==> src/rtl/mem_stage_ctrl.sv <==
// mem_stage_ctrl
//   Sequences the MEM stage against a variable-latency data memory using a
//   one-outstanding-request req/ack handshake. While an access is pending the
//   upstream pipeline is frozen (o_stall) and MEM/WB is fed bubbles. Accesses
//   that see no ack within TIMEOUT wait cycles are aborted, return zero data
//   and raise a sticky error flag.
//
// Ports
//   clk, rst          clock; synchronous active-high reset
//   i_MEMRead_M       load request from EX/MEM
//   i_MEMWrite_M      store request from EX/MEM (wins if both are set)
//   i_ALU_out         access address
//   i_Data_Write      store data
//   i_mem_ack         one-cycle completion strobe from memory
//   i_mem_rdata       read data, valid with i_mem_ack
//   i_err_clr         clears o_timeout_err
//   o_mem_req         registered request to memory
//   o_mem_we          registered direction, 1 = write
//   o_mem_addr        registered address
//   o_mem_wdata       registered write data
//   o_Read_Data       load result presented to MEM/WB
//   o_stall           combinational freeze for PC, IF/ID, ID/EX, EX/MEM
//   o_bubble          MEM/WB loads a NOP (same timing as o_stall)
//   o_timeout_err     sticky timeout flag
module mem_stage_ctrl #(
    parameter int unsigned DATA_W  = 16,
    parameter int unsigned TIMEOUT = 15
) (
    input  logic              clk,
    input  logic              rst,
    input  logic              i_MEMRead_M,
    input  logic              i_MEMWrite_M,
    input  logic [DATA_W-1:0] i_ALU_out,
    input  logic [DATA_W-1:0] i_Data_Write,
    input  logic              i_mem_ack,
    input  logic [DATA_W-1:0] i_mem_rdata,
    input  logic              i_err_clr,
    output logic              o_mem_req,
    output logic              o_mem_we,
    output logic [DATA_W-1:0] o_mem_addr,
    output logic [DATA_W-1:0] o_mem_wdata,
    output logic [DATA_W-1:0] o_Read_Data,
    output logic              o_stall,
    output logic              o_bubble,
    output logic              o_timeout_err
);

    typedef enum logic [1:0] {
        S_IDLE,
        S_WAIT,
        S_DONE
    } state_t;

    // Counter reaches this value in the last permitted wait cycle.
    localparam logic [7:0] CNT_LAST = 8'(TIMEOUT - 1);

    state_t              state_q, state_d;
    logic                req_q, req_d;
    logic                we_q, we_d;
    logic [DATA_W-1:0]   addr_q, addr_d;
    logic [DATA_W-1:0]   wdata_q, wdata_d;
    logic [DATA_W-1:0]   rdata_q, rdata_d;
    logic                err_q, err_d;
    logic [7:0]          cnt_q, cnt_d;
    logic                access;
    logic                timeout_hit;
    logic                stall_c;

    always_comb begin
        state_d     = state_q;
        req_d       = req_q;
        we_d        = we_q;
        addr_d      = addr_q;
        wdata_d     = wdata_q;
        rdata_d     = rdata_q;
        cnt_d       = cnt_q;
        timeout_hit = 1'b0;
        stall_c     = 1'b0;
        access      = i_MEMRead_M | i_MEMWrite_M;

        case (state_q)
            S_IDLE: begin
                if (access) begin
                    stall_c = 1'b1;
                    addr_d  = i_ALU_out;
                    wdata_d = i_Data_Write;
                    we_d    = i_MEMWrite_M;
                    cnt_d   = '0;
                    req_d   = 1'b1;
                    state_d = S_WAIT;
                end
            end
            S_WAIT: begin
                stall_c = 1'b1;
                cnt_d   = cnt_q + 8'd1;
                // Ack is checked first so a same-cycle ack beats the timeout.
                if (i_mem_ack) begin
                    if (!we_q) begin
                        rdata_d = i_mem_rdata;
                    end
                    req_d   = 1'b0;
                    state_d = S_DONE;
                end else if (cnt_q == CNT_LAST) begin
                    timeout_hit = 1'b1;
                    rdata_d     = '0;
                    req_d       = 1'b0;
                    state_d     = S_DONE;
                end
            end
            S_DONE: begin
                state_d = S_IDLE;
            end
            default: begin
                state_d = S_IDLE;
                req_d   = 1'b0;
            end
        endcase

        // Set has priority over clear.
        err_d = err_q;
        if (timeout_hit) begin
            err_d = 1'b1;
        end else if (i_err_clr) begin
            err_d = 1'b0;
        end
    end

    always_ff @(posedge clk) begin
        if (rst) begin
            state_q <= S_IDLE;
            req_q   <= 1'b0;
            we_q    <= 1'b0;
            addr_q  <= '0;
            wdata_q <= '0;
            rdata_q <= '0;
            err_q   <= 1'b0;
            cnt_q   <= '0;
        end else begin
            state_q <= state_d;
            req_q   <= req_d;
            we_q    <= we_d;
            addr_q  <= addr_d;
            wdata_q <= wdata_d;
            rdata_q <= rdata_d;
            err_q   <= err_d;
            cnt_q   <= cnt_d;
        end
    end

    assign o_stall       = stall_c & ~rst;
    assign o_bubble      = stall_c & ~rst;
    assign o_mem_req     = req_q;
    assign o_mem_we      = we_q;
    assign o_mem_addr    = addr_q;
    assign o_mem_wdata   = wdata_q;
    assign o_Read_Data   = rdata_q;
    assign o_timeout_err = err_q;

endmodule

==> config.mk <==
export PLATFORM = sky130hd
export DESIGN_NAME = mem_stage_ctrl
export DESIGN_NICKNAME = d
export VERILOG_FILES = /design/src/rtl/mem_stage_ctrl.sv
export SDC_FILE = /design/constraint.sdc
export NUM_CORES = 1
export LEC_CHECK = 0
export BUFFER_PORTS_ARGS = -buffer_cell sky130_fd_sc_hd__buf_4
export CAP_MARGIN = 30
export CORE_MARGIN = 4
export CORE_UTILIZATION = 44
export DETAILED_ROUTE_END_ITERATION = 12
export GPL_ROUTABILITY_DRIVEN = 0
export PLACE_DENSITY = 0.75
export SETUP_SLACK_MARGIN = 0.15
export SLEW_MARGIN = 15
export SYNTH_ARGS = -nofsm -noshare
export SYNTH_HDL_FRONTEND = slang
export SYNTH_SLANG_ARGS = --single-unit
==> constraint.sdc <==
create_clock -name clk -period 1.4 [get_ports clk]
set_clock_uncertainty 0.05 [all_clocks]
set_input_delay 0.07 -clock clk [delete_from_list [all_inputs] [get_ports clk]]
set_output_delay 0.07 -clock clk [all_outputs]
set_load 0.01 [all_outputs]
# Yosys cells after proc, flatten, opt, wreduce, memory -nomap -nowiden
# Index checks and enable logic that the tools add are counted.
[totals] ff_bits=61 in_bits=54 out_inout_bits=53 wordCells=48
[op_classes] n_addsub=1 n_eq_ne=6 n_mux=20 n_bitwise=4 n_reduce_logical=9
[ops] op="two-way mux 16 bit" count=3
[ops] op="case mux 8 bit (2 select lines)" count=1
[ops] op="two-way mux 1 bit" count=9
[ops] op="adder 8 x 1 -> 8 bit, second input constant" count=1
[ops] op="equality test 8 x 4 -> 1 bit, second input constant" count=1
[ops] op="two-way mux 8 bit" count=1
[ops] op="two-way mux 2 bit" count=3
[ops] op="AND reduction 2 bit" count=3
[ops] op="AND reduction 3 bit" count=2
[ops] op="nonzero test 2 bit" count=3
[ops] op="inequality test 2 bit, second input constant" count=2
[ops] op="case mux 2 bit (2 select lines)" count=1
[ops] op="inequality test 3 bit, second input constant" count=1
[ops] op="case mux 1 bit (3 select lines)" count=1
[ops] op="equality test 2 x 1 -> 1 bit, second input constant" count=1
[ops] op="equality test 2 bit, second input constant" count=1
[ops] op="logical NOT 2 bit" count=1
[ops] op="NOT 1 bit" count=2
[ops] op="case mux 1 bit (2 select lines)" count=1
[ops] op="AND 1 bit" count=1
[ops] op="bitwise OR 1 bit" count=1

# Depth between registers and ports, before layout
# Gate-level depths: netlist of run 1.
[logic_depth] word_depth=5 ltp_mapped=6 ltp_nobuf=5

# Worst setup path before layout of run 1
# OpenSTA, ideal clock, no wires.
[synth_timing] path_kind="register to register" start="register state_q[1]" end="register cnt_q[6]" setup_ns=0.121 t_arrival_ns=1.200 required_time_ns=1.229 setup_slack_ns=0.029 stages_incl_launch_ff=6 path_buffers=2 period_less_slack_ns=1.371 path_cell_list="dfxtp_1 > buf_6 > nand2b_4 > buf_6 > nor3_1 > mux2_2"
[synth_via] elab_chain_cells=3 elab_cells_between_ends=6 classes_between="2 x eq/ne; 1 x mux; 3 x reduce/logical"
[synth_lines] element="start, declared" line="57" source="state_t state_q, state_d;"
[synth_lines] element="start signal, assigned" line="139" source="state_q <= state_d;"
[synth_lines] element="equality test 2 x 1 -> 1 bit or logical NOT 2 bit (tied branches)" line="81" source="case (state_q)"
[synth_lines] element="nonzero test 2 bit (no line) or inequality test 2 bit (tied branches)"
[synth_lines] element="AND reduction 2 bit (no line)"
[synth_lines] element="end signal, assigned" line="146" source="cnt_q <= cnt_d;"
[synth_lines] element="end, declared" line="64" source="logic [7:0] cnt_q, cnt_d;"
# Several ways; a longest one is shown, not always the timed one.
# A chain may end at the register's enable or synchronous reset.

# Worst setup path after layout of run 1
[layout_timing] start="register state_q[0]" end="output o_bubble"
[layout_via] elab_chain_cells=3 elab_cells_between_ends=4 classes_between="1 x eq/ne; 1 x mux; 1 x bitwise; 1 x reduce/logical"
[layout_lines] element="equality test 2 x 1 -> 1 bit or logical NOT 2 bit (tied branches)" line="81"
[layout_lines] element="case mux 1 bit (2 select lines) (*)" line="81"
[layout_lines] element="AND 1 bit (*)" line="151" source="assign o_bubble = stall_c & ~rst;"
[layout_lines] element="end, declared" line="44" source="output logic o_bubble,"
# Mark *: on every way between the ends. The rest lies on a longest branch, timed or not.

==> results of run 1 <==
## metal layers
layer | share of wire | vias to the layer above | wire length, um
li1 | - | 1538 | -
met1 | 0.37 | 1649 | 4560
met2 | 0.50 | 214 | 6170
met3 | 0.069 | 53 | 840
met4 | 0.053 | 0 | 653
met5 | 0 | - | 0
## stage by stage
step | hold slack [ns] | TNS, ns | cells | setup slack, ns | utilization
floorplan | 0.156 | 0 | 334 | 0.0959 | -
global placement | 0.284 | -0.0503 | 503 | -0.0503 | 0.604
detailed placement | 0.289 | -0.0130 | 503 | -0.0130 | 0.604
CTS | 0.0721 | 0 | 565 | 0.0321 | 0.713
global route | 0.0971 | -0.940 | 576 | -0.0815 | 0.800
finish | 0.0894 | -0.228 | 576 | -0.0896 | 0.800
## layout by cell type, fill, tap and decap left out, types with 3 or more instances in the layout
master                          instances
sky130_fd_sc_hd__nand3_1                7
sky130_fd_sc_hd__buf_4                132
sky130_fd_sc_hd__nor4bb_1              12
sky130_fd_sc_hd__mux2i_1               16
sky130_fd_sc_hd__nor3_4                 3
sky130_fd_sc_hd__dfxtp_4                6
sky130_fd_sc_hd__nand3_2               11
sky130_fd_sc_hd__buf_12                 7
sky130_fd_sc_hd__and4bb_2               4
sky130_fd_sc_hd__o21ai_2                6
sky130_fd_sc_hd__nand3_4               16
sky130_fd_sc_hd__o21ai_0                4
sky130_fd_sc_hd__buf_6                  9
sky130_fd_sc_hd__o21ai_1               42
sky130_fd_sc_hd__dfxtp_1               53
sky130_fd_sc_hd__a21oi_2               23
sky130_fd_sc_hd__clkbuf_8              11
sky130_fd_sc_hd__nand2b_1               5
sky130_fd_sc_hd__nor2_1                 4
sky130_fd_sc_hd__nand2_1               20
sky130_fd_sc_hd__nor2b_1               15
sky130_fd_sc_hd__dlygate4sd3_1         34
sky130_fd_sc_hd__a21oi_1               18
## registers in the layout, summed over array words and instances, names as in the netlist
register       flops
o_mem_we           1
o_timeout_err      1
o_mem_addr        16
cnt_q              8
o_mem_wdata       16
o_Read_Data       16
o_mem_req          1
state_q            2
## power breakdown
part / switching (mW) / total, mW / internal [mW]
Sequential: 0.117 / 2.00 / 1.88
Clock: 0.694 / 1.41 / 0.715
Combinational: 0.778 / 1.57 / 0.796
## repair_timing
action                                  4_1_cts  5_1_grt
buffers inserted                             11       10
pin swaps                                     6       57
gates resized for setup                      27      102
hold endpoints to repair                     34        0
cloned                                        3        1
endpoints found under the setup margin       61       64
hold buffers                                 34        0
## kinds of logic (layout without fill, tap and decap cells)
logic type / Yosys count / count (layout)
simple gates: 114 / 115
buf+inv: 36 / 200
compound gates: 103 / 103
flops: 61 / 61
fa+ha+maj: 2 / 2
mux: 18 / 18
## final cells by class
type	instances	area, um^2	area share
Clock buffer	12	155	0.0304
Clock inverter	2	10.0	0.00196
Inverter	3	17.5	0.00343
Multi-Input combinational cell	238	1990	0.389
Sequential cell	61	1250	0.244
Tap cell	77	96.3	0.0189
Timing Repair Buffer	183	1600	0.313
## worst paths after layout
path | from | to | slack, ns | cells after the start
min | i_mem_ack | o_timeout_err | 0.09 | 2
min reg2reg | o_mem_wdata[3] | o_mem_wdata[3] | 0.44 | 2
max | state_q[0] | o_bubble | -0.09 | 4
max reg2reg | state_q[0] | cnt_q[5] | -0.06 | 5
==> reports/qor_table.md, run 1 <==
| Result | This run | Unit |
|:---|:---|:---|
| Netlist area before placement | 2910 | um^2 |
| Basic-gate share of the synthesized area counting and, or, nand and nor cells | 0.249 | - |
| Worst max-slew margin expressed relative to the limit | 0.551 | - |
| Detailed-route DRC error count | 0 | - |
| Remaining Overflow, GRT | 0 | - |
| Largest net degree at the start of global routing | 51 | - |
| Pwr Density | 975 | nW/um^2 |
| Buf+Inv Stages, Crit Path | 2 | - |
| Drt via density | 6.00 | - |
| Largest cells by area after synthesis | sky130_fd_sc_hd__dfxtp_1 42%, sky130_fd_sc_hd__o21ai_0 8.3%, sky130_fd_sc_hd__a21oi_1 7.1%, sky130_fd_sc_hd__nand3_1 5.9%, sky130_fd_sc_hd__mux2i_1 5.5% | - |
| Total number of vias | 3454 | - |
| DIE AREA | 7970 | um^2 |
| Initial antenna violation count | 0 | - |
| Total setup violations reported at the end of the flow | 6 | - |
| Dominant cell by count in the synthesized netlist | sky130_fd_sc_hd__dfxtp_1 | - |
| Worst Setup End Kind | output port | - |
| Arrival time of the worst setup path | 1.37 | ns |
| Worst Tran Pin Value | 0.674 | ns |
| Peak-usage layer in the global routing report | met2 | - |
| Starting utilization of the core area | 0.455 | - |
| Outcome | complete, but fails checks | - |
| FILL cells | 338 | - |
| Number of nets in the finished design | 552 | - |
| Pwr Total | 4.98 | mW |
| Met3 usage | 0.0359 | - |
| Highest cell delay on the worst timing path | 0.40 | ns |
| Diode insertion count for antenna repair | 0 | - |
| Global-route usage over all layers | 0.232 | - |
| Library cell contributing the largest single delay on the critical path | sky130_fd_sc_hd__dfxtp_4 | - |
| Number of hold-slack violations in the final timing report | 0 | - |
| Crit path max-delay family | flip-flops | - |
| Type of origin of the critical path | register | - |
| Root buffer cell | sky130_fd_sc_hd__clkbuf_8 | - |
| Area growth from synthesis to layout | 75.7 | % |
| Arithmetic-cell share of the synthesized area counting full adders, half adders and majority gates | 0.00861 | - |
| Unrepaired setup endpoints after global routing | true | - |
| Detail-routed net length per standard cell | 21.2 | um |
| Latest clock arrival within the worst-skew pair | 0.33 | ns |
| Library cells used by synthesis | 41 | - |
| First-pass GRT wire length | 14500 | um |
| Maximum number of buffers from clock root to sink | 2 | - |
| Clock tree from TritonCTS | built | - |
| Violated checks | setup timing | - |
| Worst Setup Path Type | reg2out | - |
| TritonCTS sink count | 61 | - |
| Cell seen most often among critical-path stages | sky130_fd_sc_hd__buf_4 | - |
| Classification of the worst-slack hold path | in2reg | - |
| Number of clock buffers inserted by TritonCTS | 9 | - |
| Post-Syn Instances | 334 | - |
| Area fraction of the dominant cell type after synthesis | 0.420 | - |
| I/O Pins | 107 | - |
| Layout cells sized above 1 | 0.515 | - |
| GRT met2 Usage | 0.378 | - |
| Via count of the first global-routing pass | 2966 | - |
| Highest clock rate | 0.671 | GHz |
| Placement row count | 29 | - |
| Number of H-tree levels | 3 | - |
| Final clock period utilization by the worst path | 1.06 | - |
| Post-DRT Antenna Nets | 0 | - |
| Final Max Slew Viols | 0 | - |
| Total of warnings raised by yosys | 0 | - |
| Async set-reset flop share out of synthesis | 0 | - |
| Vertical die dimension | 89.3 | um |
| Total half-perimeter wirelength after legalization and detailed placement | 5480 | um |
| Maximum Capacitance Violations | 0 | - |
| Count of buffers inserted at the top-level ports | 106 | - |
| Post-synthesis compound-gate area fraction | 0.189 | - |
| Required time at the worst-slack endpoint | 1.28 | ns |
| Post-detailed-placement cell area | 3860 | um^2 |
| Synthesized Nets | 390 | - |
| Sequential share of the synthesized area | 0.420 | - |
| Leakage component of the power | 2.22 | nW |
| CP cell instances | nor3_2 > buf_4 > nor3_4 > buf_4 | - |
| Most common flop cell mapped by yosys | sky130_fd_sc_hd__dfxtp_1 | - |
| Main combinational cell family by area after synthesis | simple AND/OR/NAND/NOR gates | - |
| Final worst path period need | 1.49 | ns |
| Met1 GRT Util | 0.298 | - |
| Iter 0 DRT Violations | 230 | - |
| Post-route setup slack | -0.0896 | ns |
| Post-route design area | 5110 | um^2 |
| Post-synthesis mux area share | 0.0628 | - |
| Highest net fanout along the worst path | 4 | - |
| Yosys top cell by area | sky130_fd_sc_hd__dfxtp_1 | - |
| Floorplan die width | 89.3 | um |
| Xor and xnor area share after synthesis | 0 | - |
| Maximum ir drop on the vdd rail | 0.914 | mV |
| Average instance area after synthesis | 8.71 | um^2 |
| List of most frequent post-synthesis cells | 61 x sky130_fd_sc_hd__dfxtp_1, 48 x sky130_fd_sc_hd__o21ai_0, 41 x sky130_fd_sc_hd__a21oi_1, 34 x sky130_fd_sc_hd__nand3_1, 21 x sky130_fd_sc_hd__nand2_1 | - |
| Total length of routed wires | 12200 | um |
| Core Footprint | 6390 | um^2 |
| Number of iterations in the first detailed-routing pass | 6 | - |
| #FFs+latches synth | 61 | - |
| Clock-pin slew of the registers on the worst-case setup and hold paths | 0.07 | ns |
| Number of enable-type register cells in the synthesized netlist | 0 | - |
(Power assumes the default switching activity.)
==> run 2: changes to the inputs <==
--- a/config.mk
+++ b/config.mk
@@ -7,6 +7,7 @@
 export LEC_CHECK = 0
 export BUFFER_PORTS_ARGS = -buffer_cell sky130_fd_sc_hd__buf_4
 export CAP_MARGIN = 30
+export CORE_ASPECT_RATIO = 1.25
 export CORE_MARGIN = 4
 export CORE_UTILIZATION = 44
 export DETAILED_ROUTE_END_ITERATION = 12
==> run 2 against run 1 <==
The flow still finishes with violations (setup timing); cell count grew 1.0%; die area barely moved; sequential cell count did not move; critical path type is now reg2reg.
==> reports/qor_table.md, run 2 (same netlist as run 1, synthesis figures left out) <==
| Result | This run | Unit |
|:---|:---|:---|
| Maximum number of buffers from clock root to sink | 2 | - |
| Largest net degree at the start of global routing | 46 | - |
| Highest clock rate | 0.701 | GHz |
| Share of power burned in combinational logic | 0.310 | - |
| Maximum ir drop on the vdd rail | 0.790 | mV |
| Sequential share of power | 0.399 | - |
| Highest net fanout along the worst path | 6 | - |
| Iter 0 DRT Violations | 196 | - |
| Worst Tran Pin Value | 0.466 | ns |
| Final worst path period need | 1.43 | ns |
| TritonCTS sink count | 61 | - |
| Part of the total power dissipated in the clock network | 0.291 | - |
| Post-route design area | 5030 | um^2 |
| Clock-pin slew of the registers on the worst-case setup and hold paths | 0.08 | ns |
| Unrepaired setup endpoints after global routing | true | - |
| Post-route setup slack | -0.0273 | ns |
| First-pass GRT wire length | 14000 | um |
| Int Power | 3.39 | mW |
| Number of nets in the finished design | 548 | - |
| Floorplan die width | 80.7 | um |
| Total met3 wirelength after detailed routing | 721 | um |
| Final hold slack | 0.0600 | ns |
| Type of origin of the critical path | register | - |
| Setup slack of the most critical reg-to-reg path | -0.03 | ns |
| Placement row count | 32 | - |
| Classification of the worst-slack hold path | in2reg | - |
| Area growth from synthesis to layout | 73.0 | % |
| DIE AREA | 7980 | um^2 |
| Layout cells sized above 1 | 0.509 | - |
| Hold depth | 2 | - |
| Initial antenna violation count | 0 | - |
| Worst Setup End Kind | register | - |
| Top Metal Used | met4 | - |
| Core Footprint | 6290 | um^2 |
| Count of buffers inserted at the top-level ports | 106 | - |
| Vertical die dimension | 98.9 | um |
| Required time at the worst-slack endpoint | 1.57 | ns |
| Via count of the first global-routing pass | 3077 | - |
| Outcome | complete, but fails checks | - |
| Arrival time of the worst setup path | 1.60 | ns |
| Final sum of negative setup slack | -0.0273 | ns |
| Drt via density | 5.62 | - |
| Root buffer cell | sky130_fd_sc_hd__clkbuf_8 | - |
| Leakage component of the power | 2.19 | nW |
| Total number of vias | 3272 | - |
| Worst Setup Path Type | reg2reg | - |
| Final Max Slew Viols | 0 | - |
| Total area of multi-input combinational cells | 1830 | um^2 |
| Total half-perimeter wirelength after legalization and detailed placement | 5570 | um |
| Violated checks | setup timing | - |
| I/O Pins | 107 | - |
| Area of all sequential standard cells | 1250 | um^2 |
| Total setup violations reported at the end of the flow | 1 | - |
| Diode insertion count for antenna repair | 0 | - |
| Clock tree from TritonCTS | built | - |
| Number of iterations in the first detailed-routing pass | 4 | - |
| Number of clock buffers inserted by TritonCTS | 9 | - |
| Number of H-tree levels | 3 | - |
| Worst max-slew margin expressed relative to the limit | 0.690 | - |
| Latest clock arrival within the worst-skew pair | 0.35 | ns |
| Starting utilization of the core area | 0.463 | - |
| Routed met2 length | 5590 | um |
| Detail-routed net length per standard cell | 18.3 | um |
| Commonest cells after routing, fill and taps aside | 122 x sky130_fd_sc_hd__buf_4, 52 x sky130_fd_sc_hd__dfxtp_1, 34 x sky130_fd_sc_hd__o21ai_2, 34 x sky130_fd_sc_hd__a21oi_1, 34 x sky130_fd_sc_hd__dlygate4sd3_1 | - |
| R2R depth | 4 | - |
| Pwr Total | 5.02 | mW |
| FILL cells | 370 | - |
| Switching share of power | 0.323 | - |
| Met1 Wirelength | 4000 | um |
| Maximum Capacitance Violations | 0 | - |
| Post-detailed-placement cell area | 3820 | um^2 |
| Global-route usage over all layers | 0.218 | - |
| Remaining Overflow, GRT | 0 | - |
| Final clock period utilization by the worst path | 1.02 | - |
| Number of hold-slack violations in the final timing report | 0 | - |
| Total length of routed wires | 10600 | um |
| Leading cell type in the layout, fill and taps excluded | sky130_fd_sc_hd__buf_4 | - |
| Total net switching power | 1.62 | mW |
| Detailed-route DRC error count | 0 | - |
| Post-DRT Antenna Nets | 0 | - |
| Pwr Density | 997 | nW/um^2 |
==> run 2: cell types whose count changed in the layout (fill, tap and decap cells not counted), moves of 3 or more <==
cell,change
sky130_fd_sc_hd__buf_6,+4
sky130_fd_sc_hd__o21ai_2,+28
sky130_fd_sc_hd__a21oi_2,-16
sky130_fd_sc_hd__nand3_2,-7
sky130_fd_sc_hd__nand3_4,-16
sky130_fd_sc_hd__nand3_1,+23
sky130_fd_sc_hd__a21oi_1,+16
sky130_fd_sc_hd__inv_6,+3
sky130_fd_sc_hd__clkbuf_16,+3
sky130_fd_sc_hd__buf_4,-10
sky130_fd_sc_hd__o21ai_1,-27
==> run 2: layout make-up <==
| cell class | count | area share |
|---|---|---|
| clock inverters | 7 | 0.0117 |
| flip-flops and latches | 61 | 0.248 |
| well taps | 85 | 0.0211 |
| clock buffers | 9 | 0.0246 |
| inverters | 3 | 0.00274 |
| multi-input cells | 237 | 0.364 |
| repair buffers | 180 | 0.328 |
==> run 2: timing repair <==
item / CTS / global route
hold endpoints to repair: 34 / 0
setup endpoints to repair: 63 / 63
resized for setup: 38 / 76
pin swaps: 1 / 26
setup buffers: 13 / 4
hold buffers: 34 / 0
gates cloned: 2 / 5
==> run 2: final timing paths <==
kind / end / from
min reg2reg: o_mem_wdata[10] / o_mem_wdata[10]
max reg2reg: cnt_q[7] / state_q[0]
max: cnt_q[7] / state_q[0]
min: o_timeout_err / i_mem_ack
==> run 2: critical path, stage by stage (launching register included) <==
cell,delay [ns]
sky130_fd_sc_hd__dfxtp_4,0.39
sky130_fd_sc_hd__buf_4,0.14
sky130_fd_sc_hd__nand4b_4,0.16
sky130_fd_sc_hd__nor4_2,0.20
sky130_fd_sc_hd__mux2_2,0.37
==> run 2: metal layers <==
metal,up-vias,GRT usage
met5,-,0
met3,34,0.0430
li1,1523,-
met4,0,0.0806
met2,141,0.393
met1,1574,0.250
==> run 2: metrics by stage <==
| stage | utilization | instances | setup WS (ns) |
|---|---|---|---|
| floorplan | - | 334 | 0.0959 |
| global placement | 0.607 | 508 | 0.0333 |
| detailed placement | 0.607 | 508 | -0.104 |
| CTS | 0.729 | 573 | 0.0320 |
| global route | 0.800 | 582 | -0.0982 |
| finish | 0.800 | 582 | -0.0273 |
==> run 2: power groups by stage <==
stage	combinational (mW)	clock, mW	sequential, mW
after global placement	0.989	0	2.01
after detailed placement	1.01	0	2.02
after floorplan	0.545	0	2.06
after CTS	1.23	1.44	1.98
after global routing	1.65	1.56	2.02
final	1.56	1.46	2.00
==> run 3: changes to the inputs <==
--- a/config.mk
+++ b/config.mk
@@ -5,6 +5,7 @@
 export SDC_FILE = /design/constraint.sdc
 export NUM_CORES = 1
 export LEC_CHECK = 0
+export ABC_AREA = 0
 export BUFFER_PORTS_ARGS = -buffer_cell sky130_fd_sc_hd__buf_4
 export CAP_MARGIN = 30
 export CORE_ASPECT_RATIO = 1.25
@@ -12,7 +13,8 @@
 export CORE_UTILIZATION = 44
 export DETAILED_ROUTE_END_ITERATION = 12
 export GPL_ROUTABILITY_DRIVEN = 0
-export PLACE_DENSITY = 0.75
+export MAX_ROUTING_LAYER = met4
+export PLACE_DENSITY_LB_ADDON = 0.2
 export SETUP_SLACK_MARGIN = 0.15
 export SLEW_MARGIN = 15
 export SYNTH_ARGS = -nofsm -noshare
==> run 3 against run 2 <==
Sequential share of layout area grew 0.15 points; sequential cell count stayed put; sequential power hardly changed; worst setup slack better by 0.039 ns; die area unchanged; total power decreased by 3.4%; first-iteration DRC count down 27%; via count shrank 2.8%; combinational power shrank 5%; maximum frequency is 2.8% higher; critical endpoint is now o_mem_addr[9]; hold slack got worse by 0.0073 ns; critical path type unchanged; core utilization down 0.82 points; the run now ends clean.
==> reports/qor_table.md, run 3 (same netlist as run 1, synthesis figures left out) <==
| Result | This run | Unit |
|:---|:---|:---|
| Outcome | finished, final reports clean | - |
| Clock tree from TritonCTS | built | - |
| Drt via density | 5.53 | - |
| Post-detailed-placement cell area | 3880 | um^2 |
| DIE AREA | 7980 | um^2 |
| Core occupancy in the finished layout | 0.792 | - |
| Setup slack of the most critical reg-to-reg path | 0.01 | ns |
| Maximum ir drop on the vdd rail | 0.626 | mV |
| RR Endpoint | o_mem_addr[9] | - |
| Worst Tran Pin Value | 0.400 | ns |
| Library cell contributing the largest single delay on the critical path | sky130_fd_sc_hd__dfxtp_4 | - |
| Clock-pin slew of the registers on the worst-case setup and hold paths | 0.06 | ns |
| Number of iterations in the first detailed-routing pass | 4 | - |
| Total half-perimeter wirelength after legalization and detailed placement | 5470 | um |
| Number of hold-slack violations in the final timing report | 0 | - |
| Via count of the first global-routing pass | 2875 | - |
| Initial antenna violation count | 0 | - |
| Final worst path period need | 1.39 | ns |
| Hold path start | i_mem_ack | - |
| Number of nets in the finished design | 543 | - |
| Area growth from synthesis to layout | 71.2 | % |
| Root buffer cell | sky130_fd_sc_hd__clkbuf_8 | - |
| Number of H-tree levels | 3 | - |
| Detail-routed net length per standard cell | 17.6 | um |
| I/O Pins | 107 | - |
| Starting utilization of the core area | 0.463 | - |
| Total length of routed wires | 10100 | um |
| Arrival time of the worst setup path | 1.55 | ns |
| Worst Setup End Kind | register | - |
| Classification of the worst-slack hold path | in2reg | - |
| Floorplan die width | 80.7 | um |
| Type of origin of the critical path | register | - |
| TritonCTS sink count | 61 | - |
| Leakage component of the power | 2.15 | nW |
| CP cell instances | buf_6 > or2_4 > clkbuf_16 > o21ai_2 > a21oi_1 | - |
| Commonest cells after routing, fill and taps aside | 118 x sky130_fd_sc_hd__buf_4, 52 x sky130_fd_sc_hd__dfxtp_1, 34 x sky130_fd_sc_hd__nand3_1, 34 x sky130_fd_sc_hd__dlygate4sd3_1, 33 x sky130_fd_sc_hd__a21oi_1 | - |
| Final clock period utilization by the worst path | 0.991 | - |
| Core Footprint | 6290 | um^2 |
| Global-route usage over all layers | 0.223 | - |
| Unrepaired setup endpoints after global routing | true | - |
| Total setup violations reported at the end of the flow | 0 | - |
| Placement Setup Slack | -0.0237 | ns |
| Buf+Inv Stages, Crit Path | 2 | - |
| Final standard cell count with taps included and fillers excluded | 575 | - |
| Worst Setup Path Type | reg2reg | - |
| First-pass GRT wire length | 13700 | um |
| Placement row count | 32 | - |
| Highest net fanout along the worst path | 8 | - |
| Count of buffers inserted at the top-level ports | 106 | - |
| Diode insertion count for antenna repair | 0 | - |
| Maximum number of buffers from clock root to sink | 2 | - |
| Hold Crit Endpoint | o_timeout_err | - |
| Highest clock rate | 0.720 | GHz |
| Latest clock arrival within the worst-skew pair | 0.34 | ns |
| Number of clock buffers inserted by TritonCTS | 9 | - |
| Worst max-slew margin expressed relative to the limit | 0.733 | - |
| Hold depth | 2 | - |
| Highest cell delay on the worst timing path | 0.37 | ns |
| Final sum of negative setup slack | 0 | ns |
| Leading cell type in the layout, fill and taps excluded | sky130_fd_sc_hd__buf_4 | - |
| Required time at the worst-slack endpoint | 1.57 | ns |
| Stages on worst setup path | 5 | - |
| R2R depth | 5 | - |
| Final hold slack | 0.0527 | ns |
| Layout cells sized above 1 | 0.478 | - |
| Largest net degree at the start of global routing | 42 | - |
| Maximum Capacitance Violations | 0 | - |
| Pwr Density | 973 | nW/um^2 |
| Remaining Overflow, GRT | 0 | - |
| Post-DRT Antenna Nets | 0 | - |
| Final Max Slew Viols | 0 | - |
| Iter 0 DRT Violations | 144 | - |
| Vertical die dimension | 98.9 | um |
| Detailed-route DRC error count | 0 | - |
| Post-route setup slack | 0.0121 | ns |
| Launch point of the worst reg-to-reg path | state_q[0] | - |
| Post-route design area | 4980 | um^2 |
| Pwr Total | 4.84 | mW |
| Total number of vias | 3182 | - |
| Crit path max-delay family | flip-flops | - |
| Placed cell count | 511 | - |
-- run 3: cell types whose count changed in the layout (fill, tap and decap cells not counted), moves of 3 or more --
cell,previous run,this run
sky130_fd_sc_hd__buf_12,6,10
sky130_fd_sc_hd__buf_4,122,118
sky130_fd_sc_hd__buf_6,13,8
sky130_fd_sc_hd__inv_6,3,0
sky130_fd_sc_hd__nand3_1,30,34
sky130_fd_sc_hd__nand3_2,4,0
sky130_fd_sc_hd__o21ai_0,2,7
sky130_fd_sc_hd__o21ai_1,15,12
sky130_fd_sc_hd__o21ai_2,34,27
sky130_fd_sc_hd__o21ai_4,1,6
-- run 3: what timing repair did --
action,4_1_cts,5_1_grt
setup buffers,5,6
endpoints found under the setup margin,59,60
gates resized for setup,28,66
endpoints found under the hold margin,34,0
pin swaps,2,27
cloned,0,5
hold buffers,34,0
-- run 3: how the worst max path moves through the flow --
stage,start,end
after floorplan,cnt_q[0],o_Read_Data[10]
after global placement,state_q[0],cnt_q[2]
after detailed placement,state_q[0],cnt_q[2]
after CTS,cnt_q[0],o_Read_Data[15]
after global routing,cnt_q[0],o_Read_Data[11]
final,state_q[0],o_mem_addr[9]
-- run 3: worst reg2reg max path, delay by kind of cell, from the launching register on --
kind / cells / cell delay (ns)
flops: 1 / 0.37
buf+inv: 2 / 0.32
compound gates: 2 / 0.22
simple gates: 1 / 0.31
-- run 3: cell type report --
type | instances | area, um^2
clock buffers | 12 | 155
inverters | 3 | 17.5
fillers | 383 | 1310
well taps | 85 | 106
flip-flops and latches | 61 | 1240
multi-input cells | 237 | 1820
repair buffers | 175 | 1630
clock inverters | 2 | 10.0
-- run 3: report_power, final --
group | internal, mW | switching (mW)
Sequential | 1.88 | 0.120
Combinational | 0.796 | 0.686
Clock | 0.714 | 0.647
Total | 3.39 | 1.45
-- run 3: routing by layer --
metal  vias to the layer above  track usage  part of all wire
li1                       1519            -                 -
met1                      1494        0.266              0.39
met2                       141        0.367              0.51
met3                        28       0.0366             0.060
met4                         0       0.0936             0.030
met5                         -            -                 0
